**src/rtl/lsu_pkg.sv**
```systemverilog
// Shared definitions for the load/store unit: access size codes, FSM state encodings,
// and the byte-enable / alignment helpers used by the top and the lane aligner.
package lsu_pkg;

    typedef enum logic [1:0] {
        SZ_BYTE = 2'b00,
        SZ_HALF = 2'b01,
        SZ_WORD = 2'b10,
        SZ_ILL  = 2'b11
    } size_e;

    typedef enum logic [1:0] {
        ST_IDLE = 2'b00,
        ST_REQ  = 2'b01,
        ST_DONE = 2'b10
    } state_e;

    // Little-endian lanes: byte lane = addr[1:0], half lane = addr[1].
    function automatic logic [3:0] byte_enable(input size_e size, input logic [1:0] lane);
        case (size)
            SZ_BYTE: return 4'b0001 << lane;
            SZ_HALF: return 4'b0011 << {lane[1], 1'b0};
            SZ_WORD: return 4'b1111;
            default: return 4'b0000;
        endcase
    endfunction

    function automatic logic misaligned(input size_e size, input logic [1:0] lane);
        case (size)
            SZ_BYTE: return 1'b0;
            SZ_HALF: return lane[0];
            SZ_WORD: return |lane;
            default: return 1'b1;
        endcase
    endfunction

endpackage

```
**src/rtl/lsu_lane_align.sv**
```systemverilog
// Combinational byte-lane steering: store data replication and byte enables on the way out,
// lane extraction plus sign/zero extension of read data on the way back.
module lsu_lane_align
    import lsu_pkg::*;
#(
    parameter int DataSize = 32
) (
    input  size_e               size,
    input  logic                is_signed,
    input  logic [1:0]          lane,
    input  logic [DataSize-1:0] wdata,
    input  logic [DataSize-1:0] rdata,
    output logic [3:0]          be,
    output logic [DataSize-1:0] wdata_rep,
    output logic [DataSize-1:0] rdata_ext
);

    logic [7:0]  lane_byte;
    logic [15:0] lane_half;

    always_comb begin
        // NOTE: every output of a combinational block gets a default before the case,
        // otherwise an uncovered branch would infer a latch.
        be        = byte_enable(size, lane);
        wdata_rep = wdata;
        rdata_ext = rdata;
        lane_byte = rdata[{lane, 3'b000} +: 8];
        lane_half = rdata[{lane[1], 4'b0000} +: 16];
        case (size)
            SZ_BYTE: begin
                wdata_rep = {4{wdata[7:0]}};
                rdata_ext = {{(DataSize-8){is_signed & lane_byte[7]}}, lane_byte};
            end
            SZ_HALF: begin
                wdata_rep = {2{wdata[15:0]}};
                rdata_ext = {{(DataSize-16){is_signed & lane_half[15]}}, lane_half};
            end
            default: ;
        endcase
    end

endmodule

```
**src/rtl/load_store_unit.sv**
```systemverilog
// Data-memory load/store unit: one transaction at a time over a req/ack bus, stalling the core
// while busy. Optional bus timeout enabled by defining LSU_TIMEOUT_EN.
module load_store_unit
    import lsu_pkg::*;
#(
    parameter int DataSize      = 32,
    parameter int AddrWidth     = 16,
    parameter int TimeoutCycles = 64
) (
    input  logic                 clk,
    input  logic                 rst_n,
    input  logic                 ls_valid,
    input  logic                 ls_write,
    input  logic [1:0]           ls_size,
    input  logic                 ls_signed,
    input  logic [DataSize-1:0]  ls_addr,
    input  logic [DataSize-1:0]  ls_wdata,
    output logic                 ls_stall,
    output logic                 ls_done,
    output logic                 ls_error,
    output logic [DataSize-1:0]  mem_read_data,
    output logic                 bus_req,
    output logic                 bus_we,
    output logic [AddrWidth-1:0] bus_addr,
    output logic [3:0]           bus_be,
    output logic [DataSize-1:0]  bus_wdata,
    input  logic                 bus_ack,
    input  logic [DataSize-1:0]  bus_rdata
);

    if (DataSize != 32) begin : g_bad_width
        $error("load_store_unit supports DataSize = 32 only");
    end
    if (TimeoutCycles < 1) begin : g_bad_timeout
        $error("load_store_unit needs TimeoutCycles >= 1");
    end

    state_e     state;
    size_e      op_size;
    logic       op_signed;
    logic [1:0] op_lane;

    size_e               req_size;
    logic                req_misaligned;
    size_e               al_size;
    logic                al_signed;
    logic [1:0]          al_lane;
    logic [3:0]          al_be;
    logic [DataSize-1:0] al_wdata;
    logic [DataSize-1:0] al_rdata;

    logic unused_addr_bits;
    assign unused_addr_bits = ^ls_addr[DataSize-1:AddrWidth];

    assign req_size       = size_e'(ls_size);
    assign req_misaligned = misaligned(req_size, ls_addr[1:0]);
    assign ls_stall       = (state == ST_IDLE && ls_valid) || (state == ST_REQ);

    // The aligner serves the incoming request in IDLE and the captured op while waiting for data.
    assign al_size   = (state == ST_IDLE) ? req_size     : op_size;
    assign al_signed = (state == ST_IDLE) ? ls_signed    : op_signed;
    assign al_lane   = (state == ST_IDLE) ? ls_addr[1:0] : op_lane;

    lsu_lane_align #(
        .DataSize (DataSize)
    ) u_lane_align (
        .size      (al_size),
        .is_signed (al_signed),
        .lane      (al_lane),
        .wdata     (ls_wdata),
        .rdata     (bus_rdata),
        .be        (al_be),
        .wdata_rep (al_wdata),
        .rdata_ext (al_rdata)
    );

`ifdef LSU_TIMEOUT_EN
    localparam int TimerW = $clog2(TimeoutCycles + 1);
    logic [TimerW-1:0] timer;
`endif

    // NOTE: the asynchronous reset clears bus_req immediately, so a transaction in flight is
    // abandoned without waiting for a clock edge; any ack arriving afterwards finds IDLE.
    always_ff @(posedge clk or negedge rst_n) begin
        if (!rst_n) begin
            state         <= ST_IDLE;
            op_size       <= SZ_BYTE;
            op_signed     <= 1'b0;
            op_lane       <= 2'b00;
            bus_req       <= 1'b0;
            bus_we        <= 1'b0;
            bus_addr      <= '0;
            bus_be        <= 4'b0000;
            bus_wdata     <= '0;
            ls_done       <= 1'b0;
            ls_error      <= 1'b0;
            mem_read_data <= '0;
`ifdef LSU_TIMEOUT_EN
            timer         <= '0;
`endif
        end else begin
            // NOTE: state uses non-blocking assignments so every register samples the
            // pre-edge values; the pulse defaults below are overridden on entry to DONE.
            ls_done  <= 1'b0;
            ls_error <= 1'b0;
            case (state)
                ST_IDLE: begin
                    if (ls_valid) begin
                        if (req_misaligned) begin
                            state    <= ST_DONE;
                            ls_done  <= 1'b1;
                            ls_error <= 1'b1;
                        end else begin
                            op_size   <= req_size;
                            op_signed <= ls_signed;
                            op_lane   <= ls_addr[1:0];
                            bus_req   <= 1'b1;
                            bus_we    <= ls_write;
                            bus_addr  <= {ls_addr[AddrWidth-1:2], 2'b00};
                            bus_be    <= al_be;
                            bus_wdata <= al_wdata;
                            state     <= ST_REQ;
`ifdef LSU_TIMEOUT_EN
                            timer     <= '0;
`endif
                        end
                    end
                end
                ST_REQ: begin
                    if (bus_ack) begin
                        bus_req <= 1'b0;
                        if (!bus_we) begin
                            mem_read_data <= al_rdata;
                        end
                        state   <= ST_DONE;
                        ls_done <= 1'b1;
                    end
`ifdef LSU_TIMEOUT_EN
                    else if (timer == TimerW'(TimeoutCycles - 1)) begin
                        bus_req  <= 1'b0;
                        state    <= ST_DONE;
                        ls_done  <= 1'b1;
                        ls_error <= 1'b1;
                    end else begin
                        timer <= timer + 1'b1;
                    end
`endif
                end
                ST_DONE: state <= ST_IDLE;
                default: state <= ST_IDLE;
            endcase
        end
    end

endmodule

```
**config.mk**
```make
export PLATFORM = sky130hd
export DESIGN_NAME = load_store_unit
export DESIGN_NICKNAME = d
export VERILOG_FILES = /design/src/rtl/lsu_pkg.sv /design/src/rtl/lsu_lane_align.sv /design/src/rtl/load_store_unit.sv
export SDC_FILE = /design/constraint.sdc
export NUM_CORES = 1
export LEC_CHECK = 0
export ABC_CLOCK_PERIOD_IN_PS = 3700
export CAP_MARGIN = 20
export CORE_UTILIZATION = 25
export CTS_BUF_LIST = sky130_fd_sc_hd__clkbuf_4 sky130_fd_sc_hd__clkbuf_8
export DETAILED_ROUTE_END_ITERATION = 10
export HOLD_SLACK_MARGIN = 0.06
export REMOVE_ABC_BUFFERS = 1
export SYNTH_ARGS = -nofsm -noshare
export SYNTH_HDL_FRONTEND = slang
export SYNTH_SLANG_ARGS = --single-unit
```
**constraint.sdc**
```tcl
create_clock -name clk -period 3.7 [get_ports clk]
set_clock_uncertainty 0.05 [all_clocks]
set_input_delay 0.925 -clock clk [delete_from_list [all_inputs] [get_ports clk]]
set_output_delay 0.925 -clock clk [all_outputs]
set_load 0.05 [all_outputs]
```
==> flow_summary.toml <==
[die]
die_w_um = 136
dieArea_um2 = 18600
core_area_um2 = 17500
initial_core_util_pct = 25.8
row_count = 48
io_pins = 193
die_h_um = 136

[placement]
place_area_um2 = 6460
place_congestion = 0.810
dp_hpwl_um = 9680
dpl.cell_count = 804
port_buffers = 174

[hold_path]
hold_path_class = "register to register"
hold_path_startpoint = "bus_be[0]"

[clock_tree]
cts_tree = "yes"
clk_latency_ps = 370
numCtsBuffers = 9
cts.path.max_buffers = 2
clk_pin_slew_worst_paths_ps = 90
cts_resized = 0
cts_root_buffer = "clkbuf_8"
post_cts_buffers = 0
ctsHtreeMaxLevel = 3
hold_buffers = 0
cts.sinks = 93

[timing]
fin_hold_ws_ps = 432
min_period_over_period_pct = 79.0
final_hold_viol_count = 0
setup_violations = 0
slew_headroom_pct = 34.6
rsz0062_at_grt = "no"
fmax_mhz = 342
drv_slew = 0
worst_pin_slew_ps = 977
min_period_ps = 2920

[finish]
finalNetCount = 695
syn_to_final_growth_pct = 47.3
fill_cells = 1738
final_cell_mix = "172 x clkdlybuf4s50_1, 93 x dfrtp_1, 48 x nand2_1"
final_common_cell = "clkdlybuf4s50_1"
fin_area_um2 = 6640
drive_gt1_share_pct = 16.0
num_antenna_cells = 0
final_cells = 819

[job]
drv_cap = 0

[setup_path]
setup.worst_path.start_class = "primary input"
worst_ep_arrival_time_ps = 3120
path_class = "primary input to register"
cp.required_ps = 3890
critical_path.slowest_cell = "clkdlybuf4s50_1"
max_stage_delay_ps = 490
crit_path_max_fanout = 16
crit_chain = "clkdlybuf4s50_1 > or3b_1 > and2_1 > a31oi_2 > a211oi_4 > buf_4 > a21oi_1"
critPathLaunch = "ls_addr[1]"
worst_setup_path_end_kind = "register"
reg2reg_from = "state[1]"
cpLargestDelayFamily = "buffers and inverters"
crit_buf_inv = 2

[grt]
grt.total_usage_pct = 15.2
grt_overflow = 0
grt_pass1_vias = 4169
grt_pass1_wl_um = 21500
grt_antenna_before_repair = 0
grt_max_degree = 84

[drt]
totalWireLength_um = 13700
drc = 0
vias = 3949
vias_per_cell = 4.82
drt_iter0_drc = 137
wl_per_cell_um = 16.7
postRouteAntennaNets = 0
dr.pass1.iters = 4

[synth]
synth-edff-count = 0
synth_area_per_cell_um2 = 10.7
synthCells = 422
synthArstFlopShare_pct = 100
ys.flop_type = "dfrtp_1"
synthDominantCellAreaShare_pct = 51.7
ys_seq_area_share_pct = 51.7
synth.distinct_cells = 50
synthTopCellsByArea = "dfrtp_1 52%, mux2_2 9.0%, nand2_1 4.0%"
synth_area_um2 = 4510
yosysTopAreaCell = "dfrtp_1"
ys_ff_latch = 93
ys_warn_count = 0

[power]
pwr-share-seq_pct = 29.0
switching_share_pct = 50.4
p_leak_nw = 2.67
powerDensity_nw_per_um2 = 898
power.total_mw = 5.96
p_clk_share_pct = 10.0
p_int_mw = 2.96
power.switching_mw = 3.01
vdd_drop_max_uv = 412
pwr-share-comb_pct = 61.0

[run_status]
status = "complete, no violations"
final timing paths:
path | depth (start not counted) | to | slack (ps)
max in group asynchronous | 3 | bus_wdata[30] | 2330
setup / recovery | 7 | mem_read_data[27] | 780
setup reg to reg | 5 | bus_wdata[25] | 1070
min in group asynchronous | 1 | mem_read_data[22] | 490
hold reg to reg | 1 | bus_be[0] | 430
hold / removal | 1 | bus_be[0] | 430
metal layers:
layer	global-route usage, %	up-vias	part of all wire (%)
met1	18.0	1909	42
met4	6.23	0	1.8
met3	4.81	19	8.7
met5	0	-	0
li1	-	1847	-
met2	25.5	174	47
power groups by stage:
stage	clock (mW)	sequential [mW]	combinational, mW
4_1_cts	0.640	1.73	3.66
6_report	0.599	1.73	3.64
5_1_grt	0.678	1.79	3.83
2_1_floorplan	0	3.21	0.857
3_3_place_gp	0	1.73	3.62
3_5_place_dp	0	1.75	3.66
worst reg2reg max path, stage by stage, from the launching register on:
cell and delay [ps]:
dfrtp_1 530, nor2_4 370, mux2i_4 670, nor2_1 420, a221oi_1 360, o21ai_0 110
cells by family after synthesis:
logic type / after synthesis / synth area share (%)
AO/OA/AOI/OAI: 135 / 21.0
buffers and inverters: 34 / 4.14
flip-flops: 93 / 51.7
multiplexers: 46 / 11.5
other: 1 / 0.0832
AND/OR/NAND/NOR: 113 / 11.6
per-stage QoR:
step	util, %	setup TNS, ps	worst slack (ps)
after floorplan	-	-1240	-44.4
after global placement	36.9	0	471
after detailed placement	36.9	0	393
after CTS	37.8	0	788
after global routing	38.0	0	680
final	38.0	0	776
area by class of cell:
cell class	count	area, um^2	area share (%)
sequential	93	2330	35.1
multi-input combinational	296	2010	30.3
timing repair buffer	186	1850	27.8
tap	225	282	4.24
clock buffer	11	139	2.09
inverter	5	18.8	0.283
clock inverter	3	15.0	0.226
cell usage after synthesis (2+ instances only):
cell type / instances
nand2b_1: 4
clkbuf_1: 11
o21ai_2: 2
nor2_1: 38
buf_2: 8
nand2_1: 48
a22oi_1: 8
o21ai_0: 30
dfrtp_1: 93
a21oi_1: 35
a211oi_4: 2
o21a_1: 8
buf_4: 6
o221ai_1: 7
o31ai_1: 2
a221oi_1: 15
mux2_2: 36
a31oi_1: 2
buf_6: 2
inv_1: 5
a21o_1: 2
a21oi_2: 11
o21ai_1: 2
mux2i_1: 9
nor2b_1: 8
nand3_1: 4
flip-flops by register name, indices dropped and copies added (netlist names):
| signal | count |
|---|---|
| op_signed | 1 |
| ls_done | 1 |
| state | 2 |
| ls_error | 1 |
| mem_read_data | 32 |
| bus_wdata | 32 |
| bus_be | 4 |
| op_size | 2 |
| bus_we | 1 |
| bus_req | 1 |
| bus_addr | 14 |
| op_lane | 2 |
Power figures use the tool's default switching activity.
